[config.mk]
export PLATFORM = sky130hd
export DESIGN_NAME = serial_add_sub_flat
export DESIGN_NICKNAME = d
export VERILOG_FILES = /design/src/rtl/serial_add_sub_if.sv /design/src/rtl/serial_add_sub.sv /design/src/flat_wrapper.sv
export SDC_FILE = /design/constraint.sdc
export NUM_CORES = 1
export LEC_CHECK = 0
export BUFFER_PORTS_ARGS = -buffer_cell sky130_fd_sc_hd__buf_2
export CAP_MARGIN = 0
export CORE_MARGIN = 2
export CORE_UTILIZATION = 35
export CTS_CLUSTER_DIAMETER = 80
export DETAILED_ROUTE_END_ITERATION = 6
export SKIP_LAST_GASP = 1
export SYNTH_ARGS = -nofsm -noshare
export SYNTH_HDL_FRONTEND = slang
export SYNTH_SLANG_ARGS = --single-unit
[constraint.sdc]
create_clock -name clk_i -period 1.7 [get_ports clk_i]
set_input_delay 0.085 -clock clk_i [delete_from_list [all_inputs] [get_ports clk_i]]
set_output_delay 0.085 -clock clk_i [all_outputs]
set_load 0.03 [all_outputs]
[src/rtl/serial_add_sub_if.sv]
// Operand/result handshake bundle for serial_add_sub.
// The slave modport is the adder side; the master modport is the producer/consumer side.
interface serial_add_sub_if #(
    parameter int unsigned WIDTH = 16
);
    logic             valid_i;
    logic             ready_o;
    logic [WIDTH-1:0] a_i;
    logic [WIDTH-1:0] b_i;
    logic             sub_i;
    logic             valid_o;
    logic             ready_i;
    logic [WIDTH-1:0] s_o;
    logic             c_o;
    logic             ovf_o;

    modport master (
        output valid_i, a_i, b_i, sub_i, ready_i,
        input  ready_o, valid_o, s_o, c_o, ovf_o
    );

    modport slave (
        input  valid_i, a_i, b_i, sub_i, ready_i,
        output ready_o, valid_o, s_o, c_o, ovf_o
    );
endinterface

[src/rtl/serial_add_sub.sv]
// Digit-serial two's-complement adder/subtractor with valid/ready handshakes on both sides.
// Optional signed-overflow output is enabled by defining SERIAL_ADD_SUB_OVF_EN.
module serial_add_sub #(
    parameter int unsigned WIDTH = 16,
    parameter int unsigned DIGIT = 4
) (
    input  logic             clk_i,
    input  logic             rst_ni,
    serial_add_sub_if.slave  bus_if
);
    localparam int unsigned N     = WIDTH / DIGIT;
    localparam int unsigned CNT_W = (N > 1) ? $clog2(N) : 1;

    generate
        if (WIDTH < 2 || DIGIT == 0 || (WIDTH % DIGIT) != 0) begin : g_bad_cfg
            $error("serial_add_sub: WIDTH must be >= 2 and a multiple of DIGIT");
        end
    endgenerate

    typedef enum logic [1:0] {
        ST_IDLE = 2'd0,
        ST_BUSY = 2'd1,
        ST_DONE = 2'd2
    } state_e;

    state_e             state_q, state_d;
    logic [WIDTH-1:0]   a_q, a_d;
    logic [WIDTH-1:0]   b_q, b_d;
    logic [WIDTH-1:0]   s_q, s_d;
    logic               carry_q, carry_d;
    logic               c_q, c_d;
    logic [CNT_W-1:0]   cnt_q, cnt_d;
    logic [DIGIT:0]     slice_c;
    logic               accept_c;
    logic               busy_c;
    logic               last_c;

    assign accept_c = (state_q == ST_IDLE) && bus_if.valid_i;
    assign busy_c   = (state_q == ST_BUSY);
    assign last_c   = busy_c && (cnt_q == CNT_W'(N - 1));

    // The only adder in the block: one digit plus the running carry.
    assign slice_c = (DIGIT+1)'(a_q[DIGIT-1:0]) + (DIGIT+1)'(b_q[DIGIT-1:0])
                   + (DIGIT+1)'(carry_q);

    always_ff @(posedge clk_i) begin
        if (!rst_ni) begin
            state_q <= ST_IDLE;
        end else begin
            state_q <= state_d;
        end
    end

    always_comb begin
        state_d = state_q;
        case (state_q)
            ST_IDLE: if (bus_if.valid_i) state_d = ST_BUSY;
            ST_BUSY: if (last_c)         state_d = ST_DONE;
            ST_DONE: if (bus_if.ready_i) state_d = ST_IDLE;
            default:                     state_d = ST_IDLE;
        endcase
    end

    always_comb begin
        bus_if.ready_o = (state_q == ST_IDLE);
        bus_if.valid_o = (state_q == ST_DONE);
    end

    always_comb begin
        a_d     = a_q;
        b_d     = b_q;
        s_d     = s_q;
        carry_d = carry_q;
        c_d     = c_q;
        cnt_d   = cnt_q;
        if (accept_c) begin
            // Subtraction is A + ~B + 1: invert B here and seed the carry with 1.
            a_d     = bus_if.a_i;
            b_d     = bus_if.b_i ^ {WIDTH{bus_if.sub_i}};
            carry_d = bus_if.sub_i;
            cnt_d   = '0;
        end else if (busy_c) begin
            a_d     = a_q >> DIGIT;
            b_d     = b_q >> DIGIT;
            s_d     = (s_q >> DIGIT) | (WIDTH'(slice_c[DIGIT-1:0]) << (WIDTH - DIGIT));
            carry_d = slice_c[DIGIT];
            cnt_d   = cnt_q + CNT_W'(1);
            if (last_c) c_d = slice_c[DIGIT];
        end
    end

    always_ff @(posedge clk_i) begin
        if (!rst_ni) begin
            a_q     <= '0;
            b_q     <= '0;
            s_q     <= '0;
            carry_q <= 1'b0;
            c_q     <= 1'b0;
            cnt_q   <= '0;
        end else begin
            a_q     <= a_d;
            b_q     <= b_d;
            s_q     <= s_d;
            carry_q <= carry_d;
            c_q     <= c_d;
            cnt_q   <= cnt_d;
        end
    end

    assign bus_if.s_o = s_q;
    assign bus_if.c_o = c_q;

`ifdef SERIAL_ADD_SUB_OVF_EN
    logic cin_msb_c;
    logic ovf_q, ovf_d;

    // Carry into the top bit recovered from that bit's sum: s = a ^ b ^ cin.
    assign cin_msb_c = a_q[DIGIT-1] ^ b_q[DIGIT-1] ^ slice_c[DIGIT-1];

    always_comb begin
        ovf_d = ovf_q;
        if (last_c) ovf_d = cin_msb_c ^ slice_c[DIGIT];
    end

    always_ff @(posedge clk_i) begin
        if (!rst_ni) begin
            ovf_q <= 1'b0;
        end else begin
            ovf_q <= ovf_d;
        end
    end

    assign bus_if.ovf_o = ovf_q;
`else
    assign bus_if.ovf_o = 1'b0;
`endif
endmodule

[src/flat_wrapper.sv]
// flat-port wrapper written by rule: the top's interface ports become plain ports
module serial_add_sub_flat 
#(
    parameter int unsigned WIDTH = 16,
    parameter int unsigned DIGIT = 4
)
  (clk_i, rst_ni, bus_if_valid_i, bus_if_a_i, bus_if_b_i, bus_if_sub_i, bus_if_ready_i, bus_if_ready_o, bus_if_valid_o, bus_if_s_o, bus_if_c_o, bus_if_ovf_o);
  serial_add_sub_if #(.WIDTH(WIDTH)) bus_if_i ();
  input  logic clk_i;
  input  logic rst_ni;
  input wire logic [$bits(bus_if_i.valid_i)-1:0] bus_if_valid_i;
  input wire logic [$bits(bus_if_i.a_i)-1:0] bus_if_a_i;
  input wire logic [$bits(bus_if_i.b_i)-1:0] bus_if_b_i;
  input wire logic [$bits(bus_if_i.sub_i)-1:0] bus_if_sub_i;
  input wire logic [$bits(bus_if_i.ready_i)-1:0] bus_if_ready_i;
  output wire logic [$bits(bus_if_i.ready_o)-1:0] bus_if_ready_o;
  output wire logic [$bits(bus_if_i.valid_o)-1:0] bus_if_valid_o;
  output wire logic [$bits(bus_if_i.s_o)-1:0] bus_if_s_o;
  output wire logic [$bits(bus_if_i.c_o)-1:0] bus_if_c_o;
  output wire logic [$bits(bus_if_i.ovf_o)-1:0] bus_if_ovf_o;
  assign bus_if_i.valid_i = bus_if_valid_i;
  assign bus_if_i.a_i = bus_if_a_i;
  assign bus_if_i.b_i = bus_if_b_i;
  assign bus_if_i.sub_i = bus_if_sub_i;
  assign bus_if_i.ready_i = bus_if_ready_i;
  assign bus_if_ready_o = bus_if_i.ready_o;
  assign bus_if_valid_o = bus_if_i.valid_o;
  assign bus_if_s_o = bus_if_i.s_o;
  assign bus_if_c_o = bus_if_i.c_o;
  assign bus_if_ovf_o = bus_if_i.ovf_o;
  serial_add_sub #(.WIDTH(WIDTH), .DIGIT(DIGIT)) u_core (.clk_i(clk_i), .rst_ni(rst_ni), .bus_if(bus_if_i));
endmodule
==> summary.md <==
| Metric | Value |
|---|---|
| Status | finished clean |
| CTS Root Cell | clkbuf_8 |
| Antenna-violating nets left | 0 |
| Distinct cells, synth | 33 |
| Core area | slightly below 0.007 mm2 |
| Unrepaired setup endpoints after global routing | no |
| First DRT Iteration DRCs | slightly above 90 |
| Vias in the first global route | about 1800 |
| Fin Setup TNS | 0 ns |
| Slew headroom | 0.465 |
| Clock Latency Late Sink | 0.31 ns |
| Final std cells w/o fill | 411 |
| Post-route setup slack | between 0.1 and 0.15 ns |
| Hold depth | 3 |
| Clock sink count | 54 |
| Reg clk slew, reported paths | 0.10 ns |
| R2R cell count | 7 |
| Hold WS | around 0.016 ns |
| Clock power frac | 0.301 |
| Finished layout cell area | 0.00290 mm2 |
| CTS tree | built |
| H-tree depth | 2 |
| Max-slew violation count | 0 |
| Yosys top cell by area | dfxtp_1 |
| Post-synthesis cell count | ~270 |
| Mapped Nets | slightly above 300 |
| Final period util | 0.941 |
| Crit path kind | reg -> reg |
| Crit Reg-Reg Endpoint | u_core.carry_q |
| Area Growth Syn to Fin | 16.7% |
| Worst Skew | about 0.0097 ns |
| Final Hold Fails | 0 |
| Diodes inserted | 0 |
| Net Sw Power | ~0.74 mW |
| WHS Endpoint | u_core.a_q[14] |
| Setup bufs post-CTS | 0 |
| Finished Core Util | 0.424 |
| Switching fraction of total power | 0.285 |
| Placer Congestion | about 0.75 |
| Max incr delay on CP | 0.39 ns |
| Initial Util | 0.364 |
| Number of synthesized flops with an enable pin | 0 |
| Die height | roughly 90 um |
| IO buf count | 55 |
| Worst-path cell chain | fa_2, inv_1, fa_2, inv_1, a21o_1, a21oi_2, o211ai_1 |
| Worst r2r src | u_core.carry_q |
| Synth top cells by count | dfxtp_1, nand2_1, a21boi_0 |
| Pint | about 1.8 mW |
| Vias post-DR | 1948 |
| Hpwl dp | between 3000 and 4000 um |
| Fillers | a little over 700 |
| Register area share after synthesis | 0.435 |
| Static Leak | 1.20 nW |
| #FFs+latches synth | 54 |
| Horiz. Die Dim | between 80 and 90 um |
| Routed WL per cell | 13.5 um |
| Antenna violations before repair | 0 |
| Sequential power share | 0.539 |
| Setup-failing EPs final | 0 |
| Min-delay src | bus_if_a_i[14] |
| Slew @ Worst Pin | ~0.8 ns |
| Fin nets | 357 |
| Hold Crit Class | in -> reg |
| Pwr Density | slightly below 900 mW/mm2 |
| Rows | 30 |
| Setup slack, reg-to-reg | about 0.10 ns |
| Synth Cell Area | 0.00248 mm2 |
| Critical Path RT | roughly 1.9 ns |
| Layout cells sized above 1 | 0.244 |
| Ys Warns | 0 |
| Fmax | 625 MHz |
| Placed cell areas | 0.00279 mm2 |
| Ys flop type | dfxtp_1 |
| VDD IR max | a little over 0.0005 V |
| Ys async rst share | 0 |
| Final Total Pwr | roughly 2.6 mW |
| IO Count | 57 |
| Slowest CP cell | fa_2 |
| Placed cells | roughly 400 |
| Synthesized area per cell | around 9.3 um2 |
| Post-layout minimum cycle time | around 1.6 ns |
| DR vias/cell | 4.74 |
| Worst slack at placement | about 0.014 ns |
| First-pass GRT wire length | 8760 um |
| Comb power frac | 0.160 |
| Max-cap violations | 0 |
| Worst setup path start | u_core.carry_q |
| Total CTS buffers | 5 |
| Bufs on Longest Clock Path | 2 |
| Crit path DAT | roughly 1.8 ns |
| DRT Wirelength | roughly 5500 um |
| Synth top area share | 0.435 |
| DRC | 0 |
| Die area | about 0.0078 mm2 |
| Largest net degree at the start of global routing | 28 |
| Top cells by area, synth | dfxtp_1, nand2_1, a21boi_0 |
| Worst-path maximum fanout | 2 |
| Worst setup SP type | flop |
| CP Capture Type | flop |
| GRT Overall Usage | 0.146 |
| Detailed Routing Iterations Pass 1 | 6 |
| Gr ovfl total | 0 |
## how the worst max path moves through the flow
stage / to / slack (ns) / depth (start not counted)
2_1_floorplan: u_core.carry_q / 0.12 / 7
3_3_place_gp: u_core.carry_q / 0.06 / 7
3_5_place_dp: u_core.carry_q / 0.01 / 7
4_1_cts: u_core.carry_q / 0.0004 / 7
5_1_grt: u_core.carry_q / 0.02 / 7
6_report: u_core.carry_q / 0.10 / 7
## cell usage in the layout (no fill, tap or decap), drive strengths merged, types with 2 or more instances in the layout
cell type and instances:
xor2 16, nand3 11, clkbuf 6, a21boi 34, o211ai 2, a22oi 24
nor2b 4, o21a 2, ha 4, fa 2, o2bb2ai 12, dfxtp 54
clkinv 2, inv 4, a21oi 4, nor2 4, a21o 2, xnor2 2
buf 62, nand2b 2, nand2 54, and2 2
## power groups by stage
| stage | sequential [mW] | clock (mW) | combinational (mW) |
|---|---|---|---|
| after CTS | 1.39 | 0.798 | 0.415 |
| after floorplan | 1.42 | 0 | 0.296 |
| after detailed placement | 1.42 | 0 | 0.413 |
| after global placement | 1.42 | 0 | 0.409 |
| after global routing | 1.40 | 0.840 | 0.459 |
| final | 1.39 | 0.777 | 0.412 |
## metal layers
layer  vias up  GRT usage  part of all wire
met4         0     0.0413            0.0079
met2        43      0.220              0.45
met1       892      0.212              0.50
met5         -          0                 0
met3         4     0.0289             0.044
li1       1009          -                 -
## critical path, delay by kind of cell, from the launching register on
family                     cells  cell delay [ns]
adders and majority gates      2             0.60
DFF                            1             0.34
buffers and inverters          2             0.12
AOI/OAI and AO/OA              3             0.43
## registers in the layout, indices dropped and copies added, names as in the netlist
signal	count
u_core.a_q	16
u_core.b_q	16
u_core.bus_if.c_o	1
u_core.bus_if.s_o	16
u_core.carry_q	1
u_core.cnt_q	2
u_core.state_q	2
## layout make-up
| class | count | area, um2 | share of cell area |
|---|---|---|---|
| Multi-Input combinational cell | 187 | 1250 | 0.433 |
| Sequential cell | 54 | 1080 | 0.373 |
| Timing Repair Buffer | 62 | 328 | 0.113 |
| Tap cell | 96 | 120 | 0.0415 |
| Clock buffer | 6 | 82.6 | 0.0285 |
| Clock inverter | 2 | 17.5 | 0.00604 |
| Inverter | 4 | 15.0 | 0.00518 |
## cell families (layout without fill, tap and decap cells)
| kind of cell | after synthesis | after routing | synth area share |
|---|---|---|---|
| and+or+nand+nor | 80 | 80 | 0.150 |
| adders and majority gates | 6 | 6 | 0.0363 |
| buffers and inverters | 27 | 74 | 0.0635 |
| xor gates and xnor gates | 18 | 18 | 0.0635 |
| AOI/OAI and AO/OA | 82 | 82 | 0.250 |
| DFF | 54 | 54 | 0.435 |
| other | 1 | 1 | 0.00151 |
## what timing repair did
action                     CTS  global route
hold buffers                 0             0
setup endpoints to repair    0             2
resized for setup            0             3
No activity file was read; power rests on OpenSTA's default activity.
